===== config.mk =====
export PLATFORM = sky130hd
export DESIGN_NAME = div_share_ctrl
export DESIGN_NICKNAME = d
export VERILOG_FILES = /design/src/rtl/div_share_pkg.sv /design/src/rtl/div_step_datapath.sv /design/src/rtl/div_share_ctrl.sv
export SDC_FILE = /design/constraint.sdc
export NUM_CORES = 1
export LEC_CHECK = 0
export CORE_ASPECT_RATIO = 0.5
export CORE_UTILIZATION = 57
export CTS_CLUSTER_DIAMETER = 50
export CTS_CLUSTER_SIZE = 28
export DETAILED_ROUTE_END_ITERATION = 8
export PLACE_DENSITY = 0.85
export SLEW_MARGIN = 20
export SYNTH_ARGS = -nofsm -noshare
export SYNTH_HDL_FRONTEND = slang
export SYNTH_SLANG_ARGS = --single-unit

===== constraint.sdc =====
create_clock -name CLOCK_50 -period 4.5 [get_ports CLOCK_50]
set_input_delay 0.9 -clock CLOCK_50 [delete_from_list [all_inputs] [get_ports CLOCK_50]]
set_output_delay 0.9 -clock CLOCK_50 [all_outputs]
set_load 0.05 [all_outputs]

===== src/rtl/div_share_pkg.sv =====
// Shared types and constants for the two-requester division sequencer.
package div_share_pkg;

    localparam int NREQ = 2;

    typedef enum logic [2:0] {
        S_IDLE    = 3'd0,
        S_LOAD    = 3'd1,
        S_SHIFT   = 3'd2,
        S_SUB     = 3'd3,
        S_RESTORE = 3'd4,
        S_RESP    = 3'd5
    } state_t;

    function automatic logic [NREQ-1:0] onehot(input logic idx);
        return NREQ'(1) << idx;
    endfunction

endpackage


===== src/rtl/div_step_datapath.sv =====
// Restoring-division register file: A (WIDTH+1, two's complement), Q and M,
// stepped one phase per cycle by the controller.
module div_step_datapath #(
    parameter int WIDTH = 4
) (
    input  logic             CLOCK_50,
    input  logic             resetn,
    input  logic             load,
    input  logic             shift,
    input  logic             sub,
    input  logic             restore,
    input  logic [WIDTH-1:0] dividend,
    input  logic [WIDTH-1:0] divisor,
    output logic             sign,
    output logic [WIDTH-1:0] quo,
    output logic [WIDTH-1:0] rem
);

    logic [WIDTH:0]   a;
    logic [WIDTH-1:0] q;
    logic [WIDTH-1:0] m;
    logic [WIDTH:0]   a_sub;
    logic [WIDTH:0]   a_add;

    assign a_sub = a - {1'b0, m};
    assign a_add = a + {1'b0, m};
    assign sign  = a[WIDTH];
    assign quo   = q;
    // Remainder as it will look after the pending restore, so the final
    // RESTORE cycle can hand the result straight to the response registers.
    assign rem   = a[WIDTH] ? a_add[WIDTH-1:0] : a[WIDTH-1:0];

    always_ff @(posedge CLOCK_50 or negedge resetn) begin
        if (!resetn) begin
            a <= '0;
            q <= '0;
            m <= '0;
        end else if (load) begin
            a <= '0;
            q <= dividend;
            m <= divisor;
        end else if (shift) begin
            {a, q} <= {a[WIDTH-1:0], q, 1'b0};
        end else if (sub) begin
            a    <= a_sub;
            q[0] <= ~a_sub[WIDTH];
        end else if (restore) begin
            a <= a_add;
        end
    end

endmodule


===== src/rtl/div_share_ctrl.sv =====
// Round-robin arbiter and phase sequencer sharing one restoring divider
// between two requesters, with a valid/ready result port.
module div_share_ctrl
    import div_share_pkg::*;
#(
    parameter int WIDTH = 4
) (
    input  logic              CLOCK_50,
    input  logic              resetn,
    input  logic [NREQ-1:0]   req,
    input  logic [WIDTH-1:0]  dividend0,
    input  logic [WIDTH-1:0]  divisor0,
    input  logic [WIDTH-1:0]  dividend1,
    input  logic [WIDTH-1:0]  divisor1,
    output logic [NREQ-1:0]   grant,
    output logic              busy,
    output logic              rsp_valid,
    input  logic              rsp_ready,
    output logic              rsp_id,
    output logic [WIDTH-1:0]  quotient,
    output logic [WIDTH-1:0]  remainder,
    output logic              div_zero
);

    localparam int CW = (WIDTH > 1) ? $clog2(WIDTH) : 1;

    state_t           state;
    logic             last_grant;
    logic             win_nxt;
    logic [CW-1:0]    cnt;
    logic [WIDTH-1:0] sel_dvd;
    logic [WIDTH-1:0] sel_dvs;
    logic             dp_sign;
    logic [WIDTH-1:0] dp_quo;
    logic [WIDTH-1:0] dp_rem;

    // last_grant doubles as the owner of the in-flight job.
    assign win_nxt = (req == 2'b11) ? ~last_grant : req[1];
    assign sel_dvd = last_grant ? dividend1 : dividend0;
    assign sel_dvs = last_grant ? divisor1  : divisor0;
    assign grant   = (state == S_LOAD) ? onehot(last_grant) : '0;

    div_step_datapath #(.WIDTH(WIDTH)) u_dp (
        .CLOCK_50 (CLOCK_50),
        .resetn   (resetn),
        .load     (state == S_LOAD),
        .shift    (state == S_SHIFT),
        .sub      (state == S_SUB),
        .restore  ((state == S_RESTORE) && dp_sign),
        .dividend (sel_dvd),
        .divisor  (sel_dvs),
        .sign     (dp_sign),
        .quo      (dp_quo),
        .rem      (dp_rem)
    );

    always_ff @(posedge CLOCK_50 or negedge resetn) begin
        if (!resetn) begin
            state      <= S_IDLE;
            last_grant <= 1'b1;
            cnt        <= '0;
            busy       <= 1'b0;
            rsp_valid  <= 1'b0;
            rsp_id     <= 1'b0;
            quotient   <= '0;
            remainder  <= '0;
            div_zero   <= 1'b0;
        end else begin
            case (state)
                S_IDLE: begin
                    if (|req) begin
                        state      <= S_LOAD;
                        last_grant <= win_nxt;
                        busy       <= 1'b1;
                    end
                end
                S_LOAD: begin
                    cnt    <= '0;
                    rsp_id <= last_grant;
                    if (sel_dvs == '0) begin
                        state     <= S_RESP;
                        quotient  <= '1;
                        remainder <= sel_dvd;
                        div_zero  <= 1'b1;
                        rsp_valid <= 1'b1;
                    end else begin
                        state    <= S_SHIFT;
                        div_zero <= 1'b0;
                    end
                end
                S_SHIFT: state <= S_SUB;
                S_SUB:   state <= S_RESTORE;
                S_RESTORE: begin
                    if (cnt == CW'(WIDTH - 1)) begin
                        state     <= S_RESP;
                        quotient  <= dp_quo;
                        remainder <= dp_rem;
                        rsp_valid <= 1'b1;
                    end else begin
                        cnt   <= cnt + 1'b1;
                        state <= S_SHIFT;
                    end
                end
                S_RESP: begin
                    if (rsp_ready) begin
                        state     <= S_IDLE;
                        rsp_valid <= 1'b0;
                        busy      <= 1'b0;
                    end
                end
                default: begin
                    state     <= S_IDLE;
                    busy      <= 1'b0;
                    rsp_valid <= 1'b0;
                end
            endcase
        end
    end

endmodule


; ---- Word-level counts from Yosys, hierarchy flattened
; Cells that the tools add are included.
; W data, S select, Z words.
[totals]
ff_bits = 31
wordCells = 82
in_bits = 21
[op_classes]
n_addsub = 3
bitwise_logic = 4
n_eq_ne = 12
n_shift = 1
reduce_logical = 16
n_mux = 33
[op_table]
columns = op, n
row1 = $mux W4, 8
row2 = $mux W5, 4
row3 = $pmux W3 S6, 1
row4 = $pmux W4 S2, 2
row5 = $mux W3, 5
row6 = $mux W1, 8
row7 = $ne A2 B2 Y1 const B, 4
row8 = $eq A3 B2 Y1 const B, 2
row9 = $eq A3 B3 Y1 const B, 2
row10 = $reduce_and A2 Y1, 3
row11 = $reduce_and A3 Y1, 2
row12 = $add A5 B4 Y5, 1
row13 = $sub A5 B4 Y5, 1
row14 = $eq A2 B2 Y1 const B, 2
row15 = $logic_not A4 Y1, 1
row16 = $mux W2, 2
row17 = $not A1 Y1, 4
row18 = $pmux W1 S4, 1
row19 = $pmux W2 S2, 1
row20 = $reduce_and A4 Y1, 1
row21 = $reduce_bool A2 Y1, 2
row22 = $reduce_bool A4 Y1, 1
row23 = $reduce_or A4 Y1, 1
row24 = $eq A3 B1 Y1 const B, 1
row25 = other kinds (9), 9

; ---- Depth between registers and ports, before layout
; Gate-level depths: netlist (run 1).
[logic_depth]
depth_word = 6
ltp_mapped = 8
mapped_depth_nobuf = 8

; ---- Cells and area by module
; Synthesis (run 1) repeated with hierarchy kept, for this count alone.
[hier_totals]
hier_cells = 210
hier_area_um2 = 2122.0
[by_module_without_submodules]
columns = module, n_inst, area_per_inst_um2, cells_each, seq_area_each_um2
row1 = div_step_datapath, 1, 1068.5, 115, 325.3
row2 = div_share_ctrl, 1, 1053.5, 95, 451.7

; ---- Worst setup path after synthesis (run 1)
; OpenSTA, ideal clock, no wires.
[synth_timing]
path_type = register to output
startpoint = register state[0]
endpoint = output grant[0]
path_buffers = 1
arrival_ps = 1527
path_stages_with_launch = 5
path_slack_ps = 2073
required_time_ps = 3600
cell_sequence = dfrtp_1 > buf_2 > and2b_1 > nand2b_1 > nor2_1
[synth_via]
elab_chain_cells = 2
[synth_lines]
columns = element, line_no
row1 = from (decl), div_share_ctrl.sv:27  ; state_t state;
row2 = from (signal assigned), div_share_ctrl.sv:59  ; state <= S_IDLE;
row3 = from (signal assigned), div_share_ctrl.sv:72  ; state <= S_LOAD;
row4 = from (signal assigned), div_share_ctrl.sv:81  ; state <= S_RESP;
row5 = $eq A3 B1 Y1, div_share_ctrl.sv:41  ; assign grant = (state == S_LOAD) ? onehot(last_grant) : '0;
row6 = $mux W2, div_share_ctrl.sv:41
row7 = to (decl), div_share_ctrl.sv:15  ; output logic [NREQ-1:0] grant,
; No other way between the ends.

; ---- Worst setup path after layout (run 1)
[layout_timing]
startpoint = register state[0]
endpoint = output grant[1]
; Same word-level chain as after synthesis.

==> results of run 1 <==
[logic make-up (layout without fill, tap and decap cells)]
family,after synthesis,count (layout),share of synthesized area
compound gates,73,73,0.254
xor+xnor,5,5,0.0217
fa+ha+maj,11,11,0.0755
buf+inv,25,58,0.0514
flops,31,31,0.384
mux,14,14,0.0718
simple gates,61,61,0.141
[routing by layer]
metal | vias up | global-route usage | share of wire
met5 | - | 0 | 0
met4 | 0 | 0.0633 | 0.0046
met1 | 870 | 0.425 | 0.47
met2 | 52 | 0.487 | 0.46
met3 | 4 | 0.0653 | 0.061
li1 | 850 | - | -
[final cells by class]
class,instances,area share
Multi-Input combinational cell,164,0.459
Inverter,15,0.0226
Clock buffer,7,0.0388
Sequential cell,31,0.313
Timing Repair Buffer,35,0.140
Clock inverter,1,0.00302
Tap cell,48,0.0242
[sequential cells by signal (all words and copies together) (netlist names), 2 cells and up]
register	cells
cnt	2
quotient	4
remainder	4
state	3
u_dp.a	5
u_dp.m	4
u_dp.quo	4
[tightest hold or removal path: stages, from the launching register on]
cell and delay (ps):
dfrtp_1 340, nand2_1 50, nand2_1 60
[where the power goes]
part           leakage, uW  internal, uW  switching, uW
Sequential        0.000354           406            229
Combinational     0.000688           509            693
Clock            0.0000505           139            112
Total              0.00109          1050           1030
[cell usage after synthesis, types with 4 or more instances]
master	instances	share of area
ha_1	9	0.056
inv_1	14	0.026
o22ai_1	4	0.012
nor2_1	27	0.050
nand2_1	19	0.035
buf_2	5	0.012
o21ai_1	8	0.020
mux2i_1	10	0.050
a21oi_1	21	0.052
o21ai_0	4	0.0099
dfrtp_1	30	0.37
a22oi_1	6	0.022
[worst max-delay path by stage]
stage / to / cells past startpoint
global route: grant[1] / 3
global placement: grant[1] / 3
floorplan: grant[0] / 4
detailed placement: grant[1] / 3
CTS: grant[1] / 3
finish: grant[1] / 3
[stage by stage]
step	std cells	utilization	total power (uW)	setup WS [ps]
3_3_place_gp	293	0.747	1760	1380
6_report	301	0.780	2090	968
3_5_place_dp	293	0.747	1800	1310
4_1_cts	301	0.780	2080	999
5_1_grt	301	0.780	2230	876
2_1_floorplan	220	-	1490	2070
==> out/qor.txt, run 1 <==
Outcome = finished, final reports clean
Htree depth = 2
Final Hold Fails = 0
Via count = 1776
Die area = 0.00380 mm2
# Post-CTS Setup Buffers = 0
Setup TNS = 0 ps
Placed cell areas = 0.00238 mm2
CP delay by family, top = buffers and inverters
Total track usage = 0.301
Reg-to-Reg End = remainder[1]
Io pins = 35
Clk sink count = 31
Vias in the first global route = 1613
1st-iter DRT viols = 171
HP Class = flop to flop
Site Rows = 14
Unrepaired setup endpoints after global routing = no
Worst hold margin = 476 ps
Max cap viols = 0
Ant diodes = 0
Gr ovfl total = 0
Via/cell ratio = 5.90
Share of cells above drive strength 1 = 0.0830
Post-DP HPWL = 3660 um
Routed length per instance = 17.5 um
Max Buffers Root-to-Sink = 2
Dominant synthesized flop cell = dfrtp_1
Total area of sequential cells = 777 um2
WP data arrival = 2630 ps
CP max-delay cell = clkdlybuf4s50_1
Leakage power total = 0.00109 uW
Finished Cell Area = 0.00249 mm2
Crit Path Max Fanout = 20
Core Footprint = 0.00319 mm2
Resized cells post-CTS = 0
Yosys reg bits = 31
CTS buffer count = 5
First-pass GRT wire length = 8400 um
R2R Setup Slk = 2220 ps
I/O Buffers = 34
FF-to-FF Start = state[2]
ANT nets after route = 0
Commonest cells after routing, fill and taps aside = clkdlybuf4s50_1 (34), dfrtp_1 (30), nor2_1 (27)
Footprint of the multi-input gates = 0.00114 mm2
Worst path bufs/invs = 1
Tcrit/Tclk final = 0.785
Mean area per synthesized cell = 9.19 um2
Worst setup SP type = flop
DRC = 0
Hold buffers post-CTS = 0
# setup viols final = 0
Final min period = 3530 ps
Final Wtd Congestion = 0.890
Asr flop ratio synth = 1.00
Setup Skew = 4.14 ps
Tightest Pin Transition = 862 ps
Max Slew Vio Count = 0
Filler cells = 230
CTS tree = done
Power Density = 840 mW/mm2
CP Capture Type = primary output
Initial core utilization = 0.634
Most common cell after layout, fill and taps aside = clkdlybuf4s50_1
Part of the Yosys area used for sequential elements = 0.384
Hold depth = 2
Root Driver = clkbuf_8
Total length of routed wires = 5250 um
Synth Warn # = 0
WHS Endpoint = div_zero
Post-synthesis cell type count = 56
Synthesized area = 0.00202 mm2
Syn nets = 252
Worst Hold Launch = div_zero
Crit path kind = flop to primary output
R2R depth = 4
DR pass1 iterations = 4
Die Ht = 44.1 um
Worst IR Drop VDD = 0.494 mV
Slowest cell delay on critical path = 820 ps
Worst-path clk slew = 70 ps
Crit. Startpoint = state[0]
Synth Instances = 220
Synth-to-layout area growth = 23.0%
Clk_lat worst skew = 290 ps
EDFF count, synth = 0
Final nets = 284
Initial antenna violation count = 0
Max_slew headroom = 0.425
Die Wd = 86.2 um
Largest net degree at the start of global routing = 32
Worst Path Required = 3600 ps
Maximum clock rate = 283 MHz
Critical path cell sequence = nor3b_4 > and2_1 > clkdlybuf4s50_1
No activity file was read; power rests on OpenSTA's default activity.
==> run 2: changes to the inputs <==
- CORE_UTILIZATION: 57 -> 48
- PLACE_DENSITY: 0.85 -> 0.76
- clock period: 4.5 -> 3.2 ns (I/O delays scaled with it)
==> out/qor.txt, run 2 (synthesis gave the netlist of run 1 again) <==
Layout Utilization = 0.637
Final min period = 2930 ps
Slowest cell delay on critical path = 800 ps
Total length of routed wires = 4750 um
Post-DP HPWL = 3520 um
First-pass GRT wire length = 7620 um
WP data arrival = 2290 ps
CP max-delay cell = clkdlybuf4s50_1
Final nets = 288
Final Hold Fails = 0
CP Capture Type = primary output
I/O Buffers = 34
ANT nets after route = 0
Crit path kind = flop to primary output
Clk_lat worst skew = 280 ps
Max_slew headroom = 0.571
CTS buffer count = 5
Critical path cell sequence = and2b_1 > nand2b_1 > nor2_1 > clkdlybuf4s50_1
Initial antenna violation count = 0
Vias in the first global route = 1596
Core Footprint = 0.00396 mm2
Leakage power total = 0.00111 uW
Via/cell ratio = 5.66
CTS tree = done
DR pass1 iterations = 4
Max Slew Vio Count = 0
Worst IR Drop VDD = 0.552 mV
Root Driver = clkbuf_8
R2R Setup Slk = 1210 ps
Share of cells above drive strength 1 = 0.0973
Commonest cells after routing, fill and taps aside = clkdlybuf4s50_1 (34), dfrtp_1 (30), nor2_1 (27)
Routed length per instance = 15.3 um
Flip-flop count of the largest register after layout = 5
Max cap viols = 0
Site Rows = 16
Via count = 1759
Worst hold margin = 482 ps
1st-iter DRT viols = 88
Hold buffers post-CTS = 0
Worst setup SP type = flop
Crit Path Max Fanout = 13
Resized cells post-CTS = 0
Outcome = finished, final reports clean
Gr ovfl total = 0
Tightest Pin Transition = 638 ps
Largest net degree at the start of global routing = 32
Htree depth = 2
Maximum clock rate = 341 MHz
Setup Skew = 5.56 ps
Die Ht = 47.9 um
Setup TNS = 0 ps
Unrepaired setup endpoints after global routing = no
Initial core utilization = 0.510
Tcrit/Tclk final = 0.915
Worst path bufs/invs = 1
Max Buffers Root-to-Sink = 2
Total power = 2920 uW
Die area = 0.00449 mm2
Io pins = 35
# Post-CTS Setup Buffers = 0
Total track usage = 0.229
Final Wtd Congestion = 0.891
HP Class = flop to flop
Power Density = 1160 mW/mm2
Clk sink count = 31
# setup viols final = 0
Most common cell after layout, fill and taps aside = clkdlybuf4s50_1
Worst Path Required = 2560 ps
Synth-to-layout area growth = 24.8%
Top reg by flops = u_dp.a
CP delay by family, top = buffers and inverters
Ant diodes = 0
Worst-path clk slew = 70 ps
DRC = 0
Die Wd = 93.8 um
Filler cells = 330
==> run 2: final cells by class <==
type | instances | area [um2] | area share
tap | 54 | 67.6 | 0.0268
sequential | 31 | 777 | 0.308
timing repair buffer | 39 | 378 | 0.150
clock buffer | 7 | 96.3 | 0.0382
multi-input combinational | 164 | 1140 | 0.452
inverter | 15 | 56.3 | 0.0223
clock inverter | 1 | 7.51 | 0.00297
==> run 2: stage by stage <==
| stage | worst slack, ps | cell area [um2] | instances |
|---|---|---|---|
| 5_1_grt | 167 | 2520 | 311 |
| 6_report | 271 | 2520 | 311 |
| 2_1_floorplan | 1030 | 2020 | 220 |
| 3_3_place_gp | 620 | 2420 | 303 |
| 4_1_cts | 279 | 2520 | 311 |
| 3_5_place_dp | 601 | 2420 | 303 |
==> run 2: path summary, 6_finish.rpt <==
| check | startpoint | to | depth (start not counted) |
|---|---|---|---|
| hold reg to reg | rsp_id | rsp_id | 1 |
| min in group asynchronous | resetn | u_dp.quo[0] | 2 |
| max in group asynchronous | resetn | last_grant | 2 |
| setup reg to reg | state[2] | remainder[1] | 4 |
| setup / recovery | state[2] | grant[0] | 4 |
| hold / removal | rsp_id | rsp_id | 1 |
==> run 2: power breakdown <==
group / internal [uW] / switching [uW]
Sequential: 572 / 232
Clock: 196 / 155
Combinational: 744 / 1030
Total: 1510 / 1410
==> run 2: worst reg2reg max path, stage by stage, from the launching register on <==
cell and delay [ps]:
dfrtp_1 600, nor2b_1 280, nand3b_1 390, a221oi_1 520, a31o_1 150
==> run 2: metal layers <==
metal	global-route usage	share of wire	routed length, um	up-vias
met5	0	0	0	-
met4	0.0369	0	0	0
met3	0.0571	0.048	226	0
met2	0.369	0.44	2100	42
met1	0.324	0.51	2430	855
li1	-	-	-	862
